**config.mk**
```make
export PLATFORM = sky130hd
export DESIGN_NAME = mips_wb_regfile
export DESIGN_NICKNAME = d
export VERILOG_FILES = /design/src/rtl/mips_wb_regfile.sv
export SDC_FILE = /design/constraint.sdc
export NUM_CORES = 2
export LEC_CHECK = 0
export ABC_AREA = 0
export CORE_AREA = 2 2 342 344
export DETAILED_ROUTE_END_ITERATION = 6
export DIE_AREA = 0 0 344 346
export PLACE_DENSITY = 0.73
export SLEW_MARGIN = 20
export SYNTH_ARGS = -nofsm -noshare
export SYNTH_HDL_FRONTEND = slang
export SYNTH_SLANG_ARGS = --single-unit
export TNS_END_PERCENT = 5
```
**constraint.sdc**
```tcl
create_clock -name clock -period 7.29 [get_ports clock]
set_input_delay 1.458 -clock clock [delete_from_list [all_inputs] [get_ports clock]]
set_output_delay 1.458 -clock clock [all_outputs]
set_load 0.005 [all_outputs]
```
**src/rtl/mips_wb_regfile.sv**
```systemverilog
// ---------------------------------------------------------------------------
// mips_wb_regfile
//
// Write-back stage and architectural register file of the five-stage MIPS
// pipeline. The block selects the write-back value (ALU result or load data)
// and commits it to one of 2**ADDR_W general-purpose registers. It serves two
// combinational decode-stage read ports, and both ports see the current
// cycle's write through a bypass. It also counts retired (non-bubble)
// instructions and provides a debug read port that shows committed state only.
//
// Ports
//   clock      in   rising-edge clock
//   reset      in   synchronous, active-high; clears registers and counter
//   iRegWrite  in   MEM/WB write enable
//   iMemToReg  in   1: write back iMemData, 0: write back iResult
//   iResult    in   ALU result
//   iMemData   in   load data
//   iRegDest   in   destination register index
//   iIR        in   instruction word in write-back (0 = bubble)
//   iRsAddr    in   read port A index
//   iRtAddr    in   read port B index
//   oRsData    out  read port A data (bypassed)
//   oRtData    out  read port B data (bypassed)
//   oWbData    out  selected write-back value, for EX forwarding
//   oWbValid   out  a real register write is happening this cycle
//   iDbgAddr   in   debug read index
//   oDbgData   out  debug read data, storage only
//   oRetired   out  retired-instruction count, wraps modulo 2**32
// ---------------------------------------------------------------------------
module mips_wb_regfile #(
    parameter int DATA_W = 32,
    parameter int ADDR_W = 5
) (
    input  logic              clock,
    input  logic              reset,
    input  logic              iRegWrite,
    input  logic              iMemToReg,
    input  logic [DATA_W-1:0] iResult,
    input  logic [DATA_W-1:0] iMemData,
    input  logic [ADDR_W-1:0] iRegDest,
    input  logic [31:0]       iIR,
    input  logic [ADDR_W-1:0] iRsAddr,
    input  logic [ADDR_W-1:0] iRtAddr,
    output logic [DATA_W-1:0] oRsData,
    output logic [DATA_W-1:0] oRtData,
    output logic [DATA_W-1:0] oWbData,
    output logic              oWbValid,
    input  logic [ADDR_W-1:0] iDbgAddr,
    output logic [DATA_W-1:0] oDbgData,
    output logic [31:0]       oRetired
);

    localparam int NREGS = 1 << ADDR_W;

    logic [DATA_W-1:0] regs_q [NREGS];
    logic [31:0]       retired_q;
    logic [31:0]       retired_d;
    logic [DATA_W-1:0] wdata;
    logic              wb_valid;

    assign wdata    = iMemToReg ? iMemData : iResult;
    // Index 0 is $zero, so a write aimed at it is not a real write.
    assign wb_valid = iRegWrite && (iRegDest != '0);

    // Read with write-through bypass. Index 0 returns 0 even if something
    // upstream tries to write it.
    function automatic logic [DATA_W-1:0] read_port(
        input logic [ADDR_W-1:0] addr,
        input logic              byp_en,
        input logic [ADDR_W-1:0] byp_addr,
        input logic [DATA_W-1:0] byp_data,
        input logic [DATA_W-1:0] stored
    );
        logic [DATA_W-1:0] r;
        if (addr == '0) begin
            r = '0;
        end else if (byp_en && (addr == byp_addr)) begin
            r = byp_data;
        end else begin
            r = stored;
        end
        return r;
    endfunction

    always_comb begin
        retired_d = retired_q;
        if (iIR != 32'b0) begin
            retired_d = retired_q + 32'd1;
        end
    end

    always_ff @(posedge clock) begin
        if (reset) begin
            for (int i = 0; i < NREGS; i++) begin
                regs_q[i] <= '0;
            end
            retired_q <= '0;
        end else begin
            // regs_q[0] is never written, so it stays at its reset value of 0.
            if (wb_valid) begin
                regs_q[iRegDest] <= wdata;
            end
            retired_q <= retired_d;
        end
    end

    assign oRsData  = read_port(iRsAddr, wb_valid, iRegDest, wdata, regs_q[iRsAddr]);
    assign oRtData  = read_port(iRtAddr, wb_valid, iRegDest, wdata, regs_q[iRtAddr]);
    assign oWbData  = wdata;
    assign oWbValid = wb_valid;
    assign oDbgData = regs_q[iDbgAddr];
    assign oRetired = retired_q;

endmodule

```
==> reports/results.tsv <==
metric	value	unit
status	finished with violations	
failing checks	design-rule violations	
Hold Crit Depth	2	
total grt overflow	0	
final setup vio count	0	
Starting DRT DRC Count	10593	
R2R depth	6	
first-pass GRT wire length	357000	µm
ys flop type	edfxtp_1	
worst skew pair latency	0.74	ns
initial antenna violation count	15	
CTS tree	done	
vias in the first global route	47501	
Worst R2R Setup Slack	4.98	ns
crit path kind	primary input to output pin	
Slew HR	15.2	%
Synth top area share	48.8	%
clk root buf	clkbuf_16	
synth warn	0	
fin crit period	7.06	ns
Critical Path Start Type	primary input	
RSZ-0062 raised after global routing	false	
Max Cap Viol	0	
Fin. Hold Viols	0	
postcts setup bufs	0	
Async S/R FF share, synth	0	%
initial core utilization	54.5	%
worst clock skew	0.00691	ns
crit end category	output pin	
synthesized flop and latch total	1056	
worst min-delay path class	register to register	
CTS max path bufs	3	
fin nets	4695	
core region area	115000	µm²
htree depth	3	
Netlist Area Pre-Place	63000	µm²
Power Density	227	nW/µm²
layout cells sized above 1	28.2	%
Pre-Repair DR Iteration Count	7	
Tot Pwr	16.2	mW
Critical Path RT	5.83	ns
Post-Synthesis Cells	4424	
die area	119000	µm²
number of enable flip-flop cells after synthesis	1024	
top cells by area, synth	edfxtp_1 49%, mux4_2 26%, nor2_1 6.4%	
FILL cells	8411	
synthesis-to-finish area growth	13.7	%
dominant cell type by area after synthesis	edfxtp_1	
IO buf count	280	
Final Cycle Share	96.9	%
vias after detailed routing	49035	
Avg WL per Cell	41.8	µm
FMAX	142	MHz
Worst EP arrival	5.61	ns
die width	344	µm
max-slew violation count	0	
vias per cell	7.91	
P_leak	24.5	nW
Total Routing Usage GR	43.3	%
hold_buf cts	0	
Die H	346	µm
worst-path fanout max	18	
I/O Pins	281	
Distinct cells, synth	77	
DRT Wirelength	259000	µm
clock slew at reported path FFs	0.06	ns
setup TNS	0	ns
routability cong.	1.00	
Residual DRC	11	
Mean Syn Cell Area	14.2	µm²
Max VDD drop	0.000244	V
total CTS buffers	112	
ANT nets after route	0	
sequential fraction of the synthesis area	49.9	%
clk sinks	1056	
DP Wirelength	158000	µm
actual slew at the worst max-slew pin	1.27	ns
post_cts resized	0	
row count	125	
largest net degree at the start of global routing	72	
==> layout by cell type (no fill, tap or decap), types with 13 or more instances in the layout <==
master,synthesis,routed
mux2i_4,0,32
xor2_1,27,27
a21oi_1,30,30
nand2b_2,0,28
mux4_2,738,738
conb_1,1,32
o221ai_1,16,16
edfxtp_1,1024,1024
buf_12,3,24
nand3_1,27,27
buf_4,44,195
mux4_1,25,25
nand2_2,1,33
dfxtp_1,32,32
nand4_1,18,18
clkbuf_16,0,114
bufinv_16,0,18
clkbuf_1,280,13
o22ai_1,77,77
clkdlybuf4s50_1,0,263
o21ai_0,31,31
mux2i_1,191,159
nor3_1,37,35
inv_1,35,35
clkinv_2,0,22
nor2_1,1067,1064
nor2b_1,34,31
a22o_1,20,20
a211oi_1,70,70
clkinv_1,0,22
or3_1,14,14
nand2_1,106,74
a22oi_1,76,76
a221oi_1,21,21
mux2_2,38,38
==> cell families (layout without fill, tap and decap cells) <==
group | count (synthesis) | in the layout | synth area share [%]
AO/OA/AOI/OAI | 399 | 399 | 4.64
multiplexers | 996 | 996 | 31.3
other | 1 | 39 | 0.00596
buffers and inverters | 525 | 737 | 4.30
flip-flops | 1056 | 1056 | 49.9
adder cells (fa/ha/maj) | 1 | 1 | 0.0199
XOR/XNOR | 37 | 37 | 0.515
AND/OR/NAND/NOR | 1409 | 1409 | 9.35
==> Yosys cell counts, types with 11 or more instances <==
cell / number
nor2_1: 1067
edfxtp_1: 1024
mux4_2: 738
clkbuf_1: 280
mux2i_1: 191
nand2_1: 106
buf_2: 89
o22ai_1: 77
a22oi_1: 76
a211oi_1: 70
buf_4: 44
nand2b_1: 42
mux2_2: 38
nor3_1: 37
inv_1: 35
nor2b_1: 34
dfxtp_1: 32
o21ai_0: 31
a21oi_1: 30
buf_6: 28
nand3_1: 27
xor2_1: 27
mux4_1: 25
a221oi_1: 21
a22o_1: 20
buf_1: 19
nand4_1: 18
o221ai_1: 16
or3_1: 14
buf_8: 11
o211ai_1: 11
==> path summary, 6_finish.rpt <==
kind,start,to
setup / recovery,iRegDest[2],oRsData[29]
hold / removal,oRetired[24],oRetired[24]
hold reg to reg,oRetired[24],oRetired[24]
setup reg to reg,oRetired[6],oRetired[21]
==> power breakdown <==
group	leakage [nW]	total [mW]	switching, mW	internal, mW
logic	12.7	2.96	1.67	1.29
clock network	1.83	6.02	2.54	3.49
registers	10.0	7.25	0.258	6.99
total	24.5	16.2	4.46	11.8
==> cell type report <==
cell class                 instances  area, µm²  share of cell area [%]
antenna                            7       17.5                  0.0245
clock buffer                     127       2900                    4.05
clock inverter                    80        883                    1.23
inverter                          35        131                   0.184
multi-input combinational       2874      29600                    41.4
sequential                      1056      31400                    43.9
tap                             1524       1910                    2.66
timing repair buffer             495       4750                    6.63
==> stage by stage <==
step / area [µm²] / worst slack (ns) / utilization [%] / hold WS (ns) / instances
5_1_grt: 71600 / 0.384 / 62.0 / 0.577 / 6193
3_3_place_gp: 67700 / 0.703 / 58.7 / 0.493 / 5983
2_1_floorplan: 63100 / 2.59 / - / 0.487 / 4455
4_1_cts: 71500 / 0.587 / 62.0 / 0.539 / 6190
6_report: 71600 / 0.227 / 62.0 / 0.537 / 6198
3_5_place_dp: 67700 / 0.620 / 58.7 / 0.506 / 5983
==> critical path, cell delays in order <==
cell and delay (ns):
clkdlybuf4s50_1 0.70, nor3_2 0.56, a21boi_1 0.23, and3_2 0.42
nor2_1 0.87, o2111ai_1 0.51, o21ai_1 0.30, clkdlybuf4s50_1 0.55
==> layer usage <==
layer	vias to the layer above	track usage, %	part of all wire [%]
met4	24	32.2	9.9
met2	5842	58.9	41
met1	23804	53.3	30
met5	-	1.06	0.16
met3	1569	20.8	20
li1	17796	-	-
==> sequential cells by signal, indices dropped and copies added (netlist names) <==
register and cells:
regs_q 1024, oRetired 32
No activity file was read; power rests on OpenSTA's default activity.
